==> src/rtl/serial_comparator_multi_digit_if.sv <==
// Digit-stream bus for the multi-digit serial comparator: digit inputs, abort,
// and the registered busy/result outputs.
interface serial_comparator_multi_digit_if #(
  parameter int unsigned DIGIT_W = 2
);
  logic               abort;
  logic               in_valid;
  logic [DIGIT_W-1:0] a;
  logic [DIGIT_W-1:0] b;
  logic               busy;
  logic               res_valid;
  logic               a_less_b;
  logic               a_eq_b;
  logic               a_greater_b;

  modport master (
    output abort, in_valid, a, b,
    input  busy, res_valid, a_less_b, a_eq_b, a_greater_b
  );

  modport slave (
    input  abort, in_valid, a, b,
    output busy, res_valid, a_less_b, a_eq_b, a_greater_b
  );
endinterface

==> src/rtl/serial_comparator_multi_digit.sv <==
// Compares two WIDTH-bit operands streamed as DIGIT_W-bit digits, MSB- or LSB-first,
// signed or unsigned, and strobes registered less/eq/greater flags one cycle after the last digit.
module serial_comparator_multi_digit #(
  parameter int unsigned WIDTH     = 8,
  parameter int unsigned DIGIT_W   = 2,
  parameter bit          MSB_FIRST = 1'b1,
  parameter bit          SIGNED    = 1'b0
) (
  input logic                           clk,
  input logic                           rst,
  serial_comparator_multi_digit_if.slave bus
);

  localparam int unsigned BEATS = WIDTH / DIGIT_W;
  localparam int unsigned CNT_W = (BEATS > 1) ? $clog2(BEATS) : 1;
  localparam logic [CNT_W-1:0] LastBeat = CNT_W'(BEATS - 1);
  localparam logic [CNT_W-1:0] MsdBeat  = MSB_FIRST ? '0 : LastBeat;

  typedef enum logic [1:0] {StEq, StLt, StGt} cmp_e;

  logic [CNT_W-1:0]   r_cnt;
  cmp_e               r_part;
  logic               r_busy;
  logic               r_res_valid;
  logic               r_lt;
  logic               r_eq;
  logic               r_gt;

  logic [CNT_W-1:0]   w_cnt;
  logic [CNT_W-1:0]   w_cnt_d;
  cmp_e               w_part;
  cmp_e               w_dig;
  cmp_e               w_part_d;
  logic               w_last;
  logic               w_final;
  logic [DIGIT_W-1:0] w_a;
  logic [DIGIT_W-1:0] w_b;

  always_comb begin
    w_a    = bus.a;
    w_b    = bus.b;
    // abort restarts the frame this cycle, so a coincident digit becomes beat 0
    w_cnt  = bus.abort ? '0 : r_cnt;
    w_part = bus.abort ? StEq : r_part;
    w_last = (w_cnt == LastBeat);

    if (w_a == w_b) begin
      w_dig = StEq;
    end else if (SIGNED && (w_cnt == MsdBeat)) begin
      w_dig = ($signed(w_a) < $signed(w_b)) ? StLt : StGt;
    end else begin
      w_dig = (w_a < w_b) ? StLt : StGt;
    end

    if (MSB_FIRST) begin
      w_part_d = (w_part == StEq) ? w_dig : w_part;
    end else begin
      w_part_d = (w_dig == StEq) ? w_part : w_dig;
    end

    w_final = bus.in_valid && w_last;
    w_cnt_d = w_cnt;
    if (bus.in_valid) begin
      w_cnt_d = w_last ? '0 : w_cnt + 1'b1;
    end
  end

  always_ff @(posedge clk) begin
    if (!rst) begin
      r_cnt       <= '0;
      r_part      <= StEq;
      r_busy      <= 1'b0;
      r_res_valid <= 1'b0;
      r_lt        <= 1'b0;
      r_eq        <= 1'b1;
      r_gt        <= 1'b0;
    end else begin
      r_cnt       <= w_cnt_d;
      r_busy      <= (w_cnt_d != '0);
      r_res_valid <= w_final;
      if (w_final) begin
        r_part <= StEq;
        r_lt   <= (w_part_d == StLt);
        r_eq   <= (w_part_d == StEq);
        r_gt   <= (w_part_d == StGt);
      end else if (bus.in_valid) begin
        r_part <= w_part_d;
      end else begin
        r_part <= w_part;
      end
    end
  end

  assign bus.busy        = r_busy;
  assign bus.res_valid   = r_res_valid;
  assign bus.a_less_b    = r_lt;
  assign bus.a_eq_b      = r_eq;
  assign bus.a_greater_b = r_gt;

endmodule

==> src/flat_wrapper.sv <==
// flat-port wrapper written by rule: the top's interface ports become plain ports
module serial_comparator_multi_digit_flat 
#(
  parameter int unsigned WIDTH     = 8,
  parameter int unsigned DIGIT_W   = 2,
  parameter bit          MSB_FIRST = 1'b1,
  parameter bit          SIGNED    = 1'b0
)
  (clk, rst, bus_abort, bus_in_valid, bus_a, bus_b, bus_busy, bus_res_valid, bus_a_less_b, bus_a_eq_b, bus_a_greater_b);
  serial_comparator_multi_digit_if #(.DIGIT_W(DIGIT_W)) bus_i ();
  input logic clk;
  input logic rst;
  input wire logic [$bits(bus_i.abort)-1:0] bus_abort;
  input wire logic [$bits(bus_i.in_valid)-1:0] bus_in_valid;
  input wire logic [$bits(bus_i.a)-1:0] bus_a;
  input wire logic [$bits(bus_i.b)-1:0] bus_b;
  output wire logic [$bits(bus_i.busy)-1:0] bus_busy;
  output wire logic [$bits(bus_i.res_valid)-1:0] bus_res_valid;
  output wire logic [$bits(bus_i.a_less_b)-1:0] bus_a_less_b;
  output wire logic [$bits(bus_i.a_eq_b)-1:0] bus_a_eq_b;
  output wire logic [$bits(bus_i.a_greater_b)-1:0] bus_a_greater_b;
  assign bus_i.abort = bus_abort;
  assign bus_i.in_valid = bus_in_valid;
  assign bus_i.a = bus_a;
  assign bus_i.b = bus_b;
  assign bus_busy = bus_i.busy;
  assign bus_res_valid = bus_i.res_valid;
  assign bus_a_less_b = bus_i.a_less_b;
  assign bus_a_eq_b = bus_i.a_eq_b;
  assign bus_a_greater_b = bus_i.a_greater_b;
  serial_comparator_multi_digit #(.WIDTH(WIDTH), .DIGIT_W(DIGIT_W), .MSB_FIRST(MSB_FIRST), .SIGNED(SIGNED)) u_core (.clk(clk), .rst(rst), .bus(bus_i));
endmodule
==> config.mk <==
export PLATFORM = sky130hd
export DESIGN_NAME = serial_comparator_multi_digit_flat
export DESIGN_NICKNAME = d
export VERILOG_FILES = /design/src/rtl/serial_comparator_multi_digit_if.sv /design/src/rtl/serial_comparator_multi_digit.sv /design/src/flat_wrapper.sv
export SDC_FILE = /design/constraint.sdc
export NUM_CORES = 1
export LEC_CHECK = 0
export BUFFER_PORTS_ARGS = -buffer_cell sky130_fd_sc_hd__buf_2
export CAP_MARGIN = 20
export CORE_AREA = 2 2 39 41
export DETAILED_ROUTE_END_ITERATION = 7
export DIE_AREA = 0 0 41 43
export SKIP_CTS_REPAIR_TIMING = 1
export SYNTH_ARGS = -nofsm -noshare
export SYNTH_HDL_FRONTEND = slang
export SYNTH_SLANG_ARGS = --single-unit
export TNS_END_PERCENT = 10
==> constraint.sdc <==
create_clock -name clk -period 2 [get_ports clk]
set_input_delay 0.2 -clock clk [delete_from_list [all_inputs] [get_ports clk]]
set_output_delay 0.2 -clock clk [all_outputs]
set_load 0.01 [all_outputs]
======== Word level (Yosys, flattened, before mapping) ========
Index checks and enable logic that the tools add are counted.
storage, ports and cells
  input port bits ......................... 8
  flip-flop bits (word level) ............. 9
  word-level logic and storage cells ...... 27
cells by class
  equality and inequality tests ........... 4
  reduce and logical (&&, ||, !) cells .... 5
  mux-type cells .......................... 8
  bitwise gates (word level) .............. 1
  $add $sub $neg .......................... 1
  $lt $le $gt $ge ......................... 1
operators with widths
  cell                                                 number
  two-way mux 2 bit                                    8
  equality test 2 bit, second input constant           2
  logical NOT 2 bit                                    2
  adder 2 x 1 -> 2 bit, second input constant          1
  equality test 2 x 1 -> 1 bit, second input constant  1
  equality test 2 bit                                  1
  less-than comparator 2 bit                           1
  nonzero test 2 bit                                   1
  OR reduction 2 bit                                   1
  logical AND 1 bit                                    1
  inverter 1 bit                                       1

======== Logic depth before layout (Yosys ltp) ========
Gate-level depths: netlist (run 1).
  word-level depth ........................ 5
  mapped depth ............................ 6
  depth with buffers taken out ............ 6

======== Worst setup path after synthesis (run 1) ========
Ideal clock, no wire load.
  kind .................................... input-to-reg
  start point ............................. input bus_a[0]
  end point ............................... register u_core.r_gt, in the netlist u_core.bus.a_greater_b
  stages .................................. 6
  required time ........................... 1.885 ns
  path slack .............................. 0.700 ns
  library setup time ...................... 0.115 ns
  arrival time ............................ 1.185 ns
  path buffers ............................ 0
  path through ............................ inv_1 -> ha_1 -> nand2b_1 -> a221oi_2 -> nor2_1 -> a31o_1
between the ends
  longest elaborated chain between the ends .. 5
  elaborated cells on any way between the ends .. 6
  classes of those cells .................. order compare: 1; eq/ne: 2; mux: 3
ends and longest elaborated chain
  what                        line                                 text
  from (decl)                 flat_wrapper.sv:15                   input wire logic [$bits(bus_i.a)-1:0] bus_a;
  less-than comparator 2 bit  serial_comparator_multi_digit.sv:52  w_dig = (w_a < w_b) ? StLt : StGt;
  two-way mux 2 bit           serial_comparator_multi_digit.sv:52
  two-way mux 2 bit (*)       serial_comparator_multi_digit.sv:47  if (w_a == w_b) begin
  two-way mux 2 bit (*)       serial_comparator_multi_digit.sv:56  w_part_d = (w_part == StEq) ? w_dig : w_part;
  equality test 2 bit (*)     serial_comparator_multi_digit.sv:85  r_gt <= (w_part_d == StGt);
  to (signal assigned)        serial_comparator_multi_digit.sv:85
  to (decl)                   serial_comparator_multi_digit.sv:27  logic r_gt;
Mark *: on every way between the ends. The rest lies on a longest branch, timed or not.
A chain may end at the register's enable or synchronous reset.

======== Worst setup path in the final report (run 1) ========
  start point ............................. register u_core.r_cnt[0]
  end point ............................... register u_core.r_eq, in the netlist u_core.bus.a_eq_b
between the ends
  longest elaborated chain between the ends .. 3
ends and longest elaborated chain
  what                    line                                 text
  from (decl)             serial_comparator_multi_digit.sv:21  logic [CNT_W-1:0] r_cnt;
  from (signal assigned)  serial_comparator_multi_digit.sv:78  r_cnt <= w_cnt_d;
  two-way mux 2 bit       serial_comparator_multi_digit.sv:43  w_cnt = bus.abort ? '0 : r_cnt;
  equality test 2 bit     serial_comparator_multi_digit.sv:45  w_last = (w_cnt == LastBeat);
  logical AND 1 bit       serial_comparator_multi_digit.sv:61  w_final = bus.in_valid && w_last;
  to (signal assigned)    serial_comparator_multi_digit.sv:84  r_eq <= (w_part_d == StEq);
  to (decl)               serial_comparator_multi_digit.sv:26  logic r_eq;
No other way between the ends.

==> results of run 1 <==
## stage by stage
stage	setup WS, ns	instance area [um^2]	power, mW
4_1_cts	0.548	546	0.394
6_report	0.577	546	0.388
5_1_grt	0.429	546	0.411
3_5_place_dp	0.516	519	0.252
3_3_place_gp	0.550	519	0.250
2_1_floorplan	0.700	439	0.232
## critical path: stages, from the launching register on
cell     delay (ns)
dfxtp_1        0.30
nor2b_1        0.29
ha_1           0.24
nand2_1        0.11
o41ai_1        0.38
## worst max-delay path by stage
stage / from / to / depth (start not counted)
2_1_floorplan: bus_a[0] / u_core.bus.a_greater_b$_SDFFE_PN0P_ / 6
3_3_place_gp: bus_abort / u_core.bus.a_eq_b$_SDFFE_PN1P_ / 5
3_5_place_dp: bus_abort / u_core.bus.a_eq_b$_SDFFE_PN1P_ / 5
4_1_cts: u_core.r_cnt[0]$_SDFF_PN0_ / u_core.bus.a_eq_b$_SDFFE_PN1P_ / 4
5_1_grt: u_core.r_cnt[0]$_SDFF_PN0_ / u_core.bus.a_eq_b$_SDFFE_PN1P_ / 4
6_report: u_core.r_cnt[0]$_SDFF_PN0_ / u_core.bus.a_eq_b$_SDFFE_PN1P_ / 4
## registers in the layout, indices dropped and copies added, names as in the netlist
name                    count
u_core.bus.a_greater_b      1
u_core.bus.res_valid        1
u_core.r_cnt                2
u_core.bus.a_less_b         1
u_core.bus.a_eq_b           1
u_core.r_part               2
u_core.bus.busy             1
## area by class of cell
cell class / instances / area, um^2 / area share, %
clock buffer: 4 / 26.3 / 4.82
inverter: 7 / 26.3 / 4.82
multi-input combinational: 31 / 233 / 42.7
sequential: 9 / 180 / 33.0
tap: 16 / 20.0 / 3.67
timing repair buffer: 12 / 60.1 / 11.0
## routing by layer
| metal | wire length [um] | part of all wire [%] |
|---|---|---|
| met1 | 389 | 48 |
| met2 | 335 | 42 |
| met3 | 64 | 8.0 |
| met4 | 15 | 1.9 |
| met5 | 0 | 0 |
## placed cells by master, fill, tap and decap left out, types with 2 or more instances in the layout
| master | netlist | layout |
|---|---|---|
| a21oi_1 | 2 | 2 |
| buf_2 | 0 | 12 |
| clkbuf_4 | 0 | 3 |
| dfxtp_1 | 9 | 9 |
| ha_1 | 3 | 3 |
| inv_1 | 6 | 6 |
| nand2_1 | 2 | 2 |
| nand3_1 | 2 | 2 |
| nor2_1 | 3 | 3 |
| nor2b_1 | 2 | 2 |
## logic make-up (layout without fill, tap and decap cells)
family                     after synthesis  in the layout  synth area share (%)
DFF                                      9              9                  41.0
buffers and inverters                    7             23                  5.98
and+or+nand+nor                         15             15                  19.4
xor gates and xnor gates                 1              1                  1.99
AOI/OAI and AO/OA                       11             11                  20.8
muxes                                    1              1                  2.28
adders and majority gates                3              3                  8.55
## where the power goes
group | leakage (nW) | internal [mW] | switching, mW
clock | 0.0150 | 0.0770 | 0.0643
sequential | 0.0735 | 0.186 | 0.00172
combinational | 0.184 | 0.0280 | 0.0313
==> summary by stage, run 1 <==
Status
The run finished with clean final reports.

Route
The first-pass iteration count of the detailed router is 3. Wires add up to 804 um. The violation count after the first detailed-route iteration is 3. Dividing the detail-routed wire length by the instance count gives 10.2 um. The vias after detailed routing is 382. The detail route stage leaves a number of antenna-violating nets equal to 0. The number of vias per cell is 4.84. After detailed routing, the number of remaining DRC violations is 0.

Worst setup path
The worst register-to-register path begins at u_core.r_cnt[0]$_SDFF_PN0_. The sort of element at the end of the critical path is a flop. Of all nets on the critical path, the largest fanout is 5. The worst register-to-register path ends at u_core.bus.a_eq_b$_SDFFE_PN1P_.

The startpoint type of the worst setup path is a flop. Across all register-to-register paths, the minimum setup slack is 0.58 ns. The worst register-to-register path has a depth of 4. The worst endpoint data arrival time is 1.58 ns. The classification of the worst setup path is flop to flop. Data on the critical path is required at its endpoint by 2.15 ns.

Synthesis
Averaged over all synthesized cells, the footprint is 9.34 um^2. Counting distinct cell types in the post-synthesis netlist gives 26. By area the synthesized netlist is led by dfxtp_1 41%, ha_1 8.5%, inv_1 5.1%. The number of nets in the synthesized netlist is 58. Of the post-synthesis cell area, the dominant cell type holds 41.0%. dfxtp_1 takes more of the synthesized area than any other cell. In the post-synthesis netlist, the cell with the most instances is dfxtp_1.

The synthesized design contains 0 enable-type register cells. Summing every instance area after synthesis gives 439 um^2. Counting flops with an async set or reset pin after synthesis yields a share of 0%.

In the synthesized netlist, the cells that appear most often are 9 x dfxtp_1, 6 x inv_1, 3 x ha_1, 3 x nor2_1. The Yosys warning count is 0. The synthesis-stage register bit count is 9. After technology mapping, the gate count stands at 47. For this run, the leading register cell type out of synthesis is dfxtp_1.

The sequential element share of the synthesized area is 41.0%.

Global routing
After global routing the overflow that remains totals 0. The met2 routing resource usage after global routing is 14.7%. The highest-utilization routing layer at the global route stage is met1. Global routing consumed, on the met3 layer, 3.14% of the routing resources.

Global routing used 12.0% of the available tracks. The number of global-route vias before repair is 364. The first global-routing pass estimated 1.39 mm of wire. The maximum number of pins on one net before global-route repair is 9. For this run, global-route usage on met1 was measured as 16.6%. The initial antenna violation count was 0.

Timing
The final number of max-transition violations was 0. The final hold slack is 0.232 ns. For the final database, setup skew stands at 0.00127 ns. For the pin with the worst max-slew slack, the measured transition is 0.321 ns. Based on the critical path, the design can be clocked at up to 0.703 GHz.

Dividing the final minimum period by the clock period gives 71.2%. The total negative slack for setup checks is 0 ns. The final number of setup-violating endpoints is 0. Setup repair after global routing left no endpoint under its margin.

The minimum clock period is 1.42 ns. The final hold violation count is 0. In this run the tightest slew margin relative to its limit is 78.6%.

Clock network
The clock latency of the later-clocked register in the worst-skew pair is 0.26 ns. The clock-pin slew on the worst setup and hold paths is 0.06 ns. TritonCTS built the clock tree. The clock root buffer is clkbuf_4.

The longest clock path from root to sink contains 2 buffers. The number of clock buffers inserted by TritonCTS is 3. The number of clock sinks is 9. The CTS H-tree depth is 1.

Power and ir drop
The leakage power is 0.272 nW. The worst-case IR drop observed on VDD is 316 uV. Power spread over the standard cell area amounts to 711 nW/um^2.

Die
Row generation in the floorplan step produced 14 rows. The die is 41 um wide. In this run the vertical extent of the chip is 43 um. The core area is 1380 um^2. The initial cell density of the core is 31.7%. The number of I/O pins is 13.

The die covers 1760 um^2.

Finish
The layout overhead on the synthesized area is 24.2%. For this run, the share of the core covered by cells in the final layout is 39.4%. The number of inserted filler cells in the final layout is 160.

The proportion of layout cells with a drive suffix above 1 is 30.2%. The final-stage net count is 75. The repair_antennas step left the layout with diodes totalling 0. For this run, the number of standard cells in the final layout without fillers is 79.

Placed design
Buffers placed on the I/O ports in this run total 12. The instance count after placement with tap cells included is 75. The HPWL reported at the end of detailed placement is 638 um. At the end of routability-driven placement, the weighted congestion stood at 0.732.

Worst hold path
The worst hold path belongs to the class input port to flop. The startpoint identified for the worst hold timing path is rst. The endpoint with the worst hold slack is u_core.bus.busy$_SDFF_PN0_. The number of cells on the worst hold path is 2.

Flow run
The tool flagged a number of max-cap violations equal to 0.
Power figures use the tool's default switching activity.
==> run 2, diff against run 1 <==
==> constraint.sdc (replaced) <==
create_clock -name clk -period 1.5 [get_ports clk]
set_input_delay 0.15 -clock clk [delete_from_list [all_inputs] [get_ports clk]]
set_output_delay 0.15 -clock clk [all_outputs]
set_load 0.01 [all_outputs]
==> summary by stage, run 2 (synthesis gave the netlist of run 1 again) <==
Timing
The final number of max-transition violations was 0 (unchanged). The final hold violation count is 0 (unchanged). Setup repair after global routing missed its margin: no (unchanged). The worst-case clock skew is 0.00130 ns (was 0.00127 ns). The minimum clock period is 1.29 ns (was 1.42 ns). The total negative slack for setup checks is 0 ns (unchanged). The achievable frequency is 0.774 GHz (was 0.703 GHz).

The final number of setup-violating endpoints is 0 (unchanged). The worst slew margin relative to its limit was 80.3% (was 78.6%). The setup slack of the critical path after layout was 0.207 ns (was 0.577 ns).

The actual slew at the worst max-slew pin was 0.296 ns (was 0.321 ns). The ratio of final minimum period to clock period was 86.2% (was 71.2%). The final hold slack is 0.185 ns (was 0.232 ns).

Power and ir drop
The leakage power is 0.283 nW (was 0.272 nW). The combinational group share of total power is 16.4% (was 15.3%). The switching power total is 130 uW (was 97.3 uW). The power density of the placed cells was 934 nW/um^2 (was 711 nW/um^2).

The sequential cell fraction of total power is 47.9% (was 48.3%). The internal cell power is 393 uW (was 291 uW). The overall power consumption is 523 uW (was 388 uW). The largest voltage drop on the vdd net is 411 uV (was 316 uV). The part of the power in the clock network is 35.7% (was 36.4%).

The switching portion of total power is 24.8% (was 25.1%).

Status
Run status: finished, final reports clean (unchanged).

Die
The placement row count was 14 (unchanged). The initial cell density of the core is 31.7% (unchanged). The number of I/O pins is 13 (unchanged). The overall die width is 41 um (unchanged). The vertical extent of the die is 43 um (unchanged). The core area is 1380 um^2 (unchanged).

The area of the die was 1760 um^2 (unchanged).

Route
The DRC violations left is 0 (unchanged). The first-pass iteration count of the detailed router was 4 (was 3). The average detailed-routed wire length per instance is 10.3 um (was 10.2 um). The vias after detailed routing is 400 (was 382). The detailed-route wire length is 834 um (was 804 um). The violation count after the first detailed-route iteration is 5 (was 3). The number of vias per cell is 4.94 (was 4.84). The number of nets with antenna violations after routing is 0 (unchanged).

Worst setup path
The required time at the endpoint of the critical path is 1.65 ns (was 2.15 ns). The sort of element at the end of the critical path is a flop (unchanged). The master of the slowest instance on the critical path is o41ai_1 (unchanged).

The number of buffers and inverters on the critical path is 0 (unchanged). The classification of the worst setup path is flop to flop (unchanged). The peak per-stage delay on the critical path is 0.37 ns (was 0.38 ns).

Cells along the critical path: nor2b_1, ha_1, nand2_1, o41ai_1 (unchanged). The startpoint type of the worst setup path is a flop (unchanged). The worst endpoint data arrival time came to 1.45 ns (was 1.58 ns). The kind of cell with the highest combined delay on the critical path is compound AO/OA/AOI/OAI gates (was simple AND/OR/NAND/NOR gates). The largest fanout on the critical path is 5 (unchanged).

Global routing
The maximum number of pins on one net before global-route repair was 9 (unchanged). The initial antenna violation count came to 0 (unchanged). The global-route usage over all layers came to 11.7% (was 12.0%).

The number of global-route vias before repair is 373 (was 364). The first-pass GRT wire length is 1.35 mm (was 1.39 mm). The overflow left after global routing is 0 (unchanged).

Clock network
The CTS H-tree depth was 1 (unchanged). The TritonCTS clock tree is done (unchanged). The number of clock sinks was 9 (unchanged). The clock-pin slew on the worst setup and hold paths was 0.06 ns (about the same). The number of clock buffers inserted by TritonCTS was 3 (unchanged). The number of buffers on the longest clock path came to 2 (unchanged). The clock latency of the later-clocked register in the worst-skew pair was 0.26 ns (about the same). The clock root buffer is clkbuf_4 (unchanged).

Finish
The most frequent standard cell in the layout excluding fill and tap cells is buf_2 (unchanged). Leading cell types in the layout, fill and taps excluded: 12 x buf_2, 9 x dfxtp_1, 6 x inv_1 (unchanged). The final standard cell count with taps included and fillers excluded is 81 (was 79).

The proportion of layout cells with a drive suffix above 1 came to 32.3% (was 30.2%). The layout overhead on the synthesized area is 27.6% (was 24.2%). The number of antenna cells inserted is 0 (unchanged). The final-stage net count is 77 (was 75). Largest regs: u_core.r_cnt x2, u_core.r_part x2 (unchanged).

Placed design
The instance count after placement with tap cells included is 77 (was 75). The HPWL reported at the end of detailed placement is 648 um (was 638 um). The count of buffers from port buffering is 12 (unchanged).

The placer congestion estimate came to 0.748 (was 0.732). The worst slack after detailed placement is 0.106 ns (was 0.516 ns).

Worst hold path
The type of the tightest min-delay check is input port to flop (unchanged).

Flow run
The number of max-cap violations is 0 (unchanged).
-- run 2: cell count changes in the layout (fill, tap and decap cells not counted) --
cell and change:
buf_4 +2
-- run 2: metal layers --
metal | routed length (um) | share of wire (%) | global-route usage [%]
met5 | 0 | 0 | 0
met4 | 25 | 3.0 | 10.0
met3 | 55 | 6.6 | 3.14
met2 | 362 | 43 | 15.9
met1 | 389 | 47 | 14.2
-- run 2: power groups by stage --
| stage | clock (mW) | sequential (mW) | combinational [mW] |
|---|---|---|---|
| 2_1_floorplan | 0 | 0.257 | 0.0527 |
| 3_3_place_gp | 0 | 0.256 | 0.0854 |
| 3_5_place_dp | 0 | 0.256 | 0.0870 |
| 4_1_cts | 0.193 | 0.251 | 0.0872 |
| 5_1_grt | 0.203 | 0.251 | 0.0981 |
| 6_report | 0.187 | 0.251 | 0.0859 |
-- run 2: cell type report --
cell class,instances,area (um^2)
clock buffers,4,26.3
fillers,142,823
repair buffers,14,75.1
inverters,7,26.3
flip-flops and latches,9,180
well taps,16,20.0
multi-input cells,31,233
-- run 2: stage by stage --
| step | util, % | instance area, um^2 |
|---|---|---|
| floorplan | - | 439 |
| global placement | 38.6 | 534 |
| detailed placement | 38.6 | 534 |
| CTS | 40.5 | 561 |
| global route | 40.5 | 561 |
| finish | 40.5 | 561 |
-- run 2: path summary, 6_finish.rpt --
kind | start | endpoint | slack [ns] | depth (start not counted)
max | u_core.r_cnt[0]$_SDFF_PN0_ | u_core.bus.a_eq_b$_SDFFE_PN1P_ | 0.21 | 4
min | rst | u_core.bus.busy$_SDFF_PN0_ | 0.18 | 2
max reg2reg | u_core.r_cnt[0]$_SDFF_PN0_ | u_core.bus.a_eq_b$_SDFFE_PN1P_ | 0.21 | 4
min reg2reg | u_core.bus.a_less_b$_SDFFE_PN0P_ | u_core.bus.a_less_b$_SDFFE_PN0P_ | 0.48 | 2
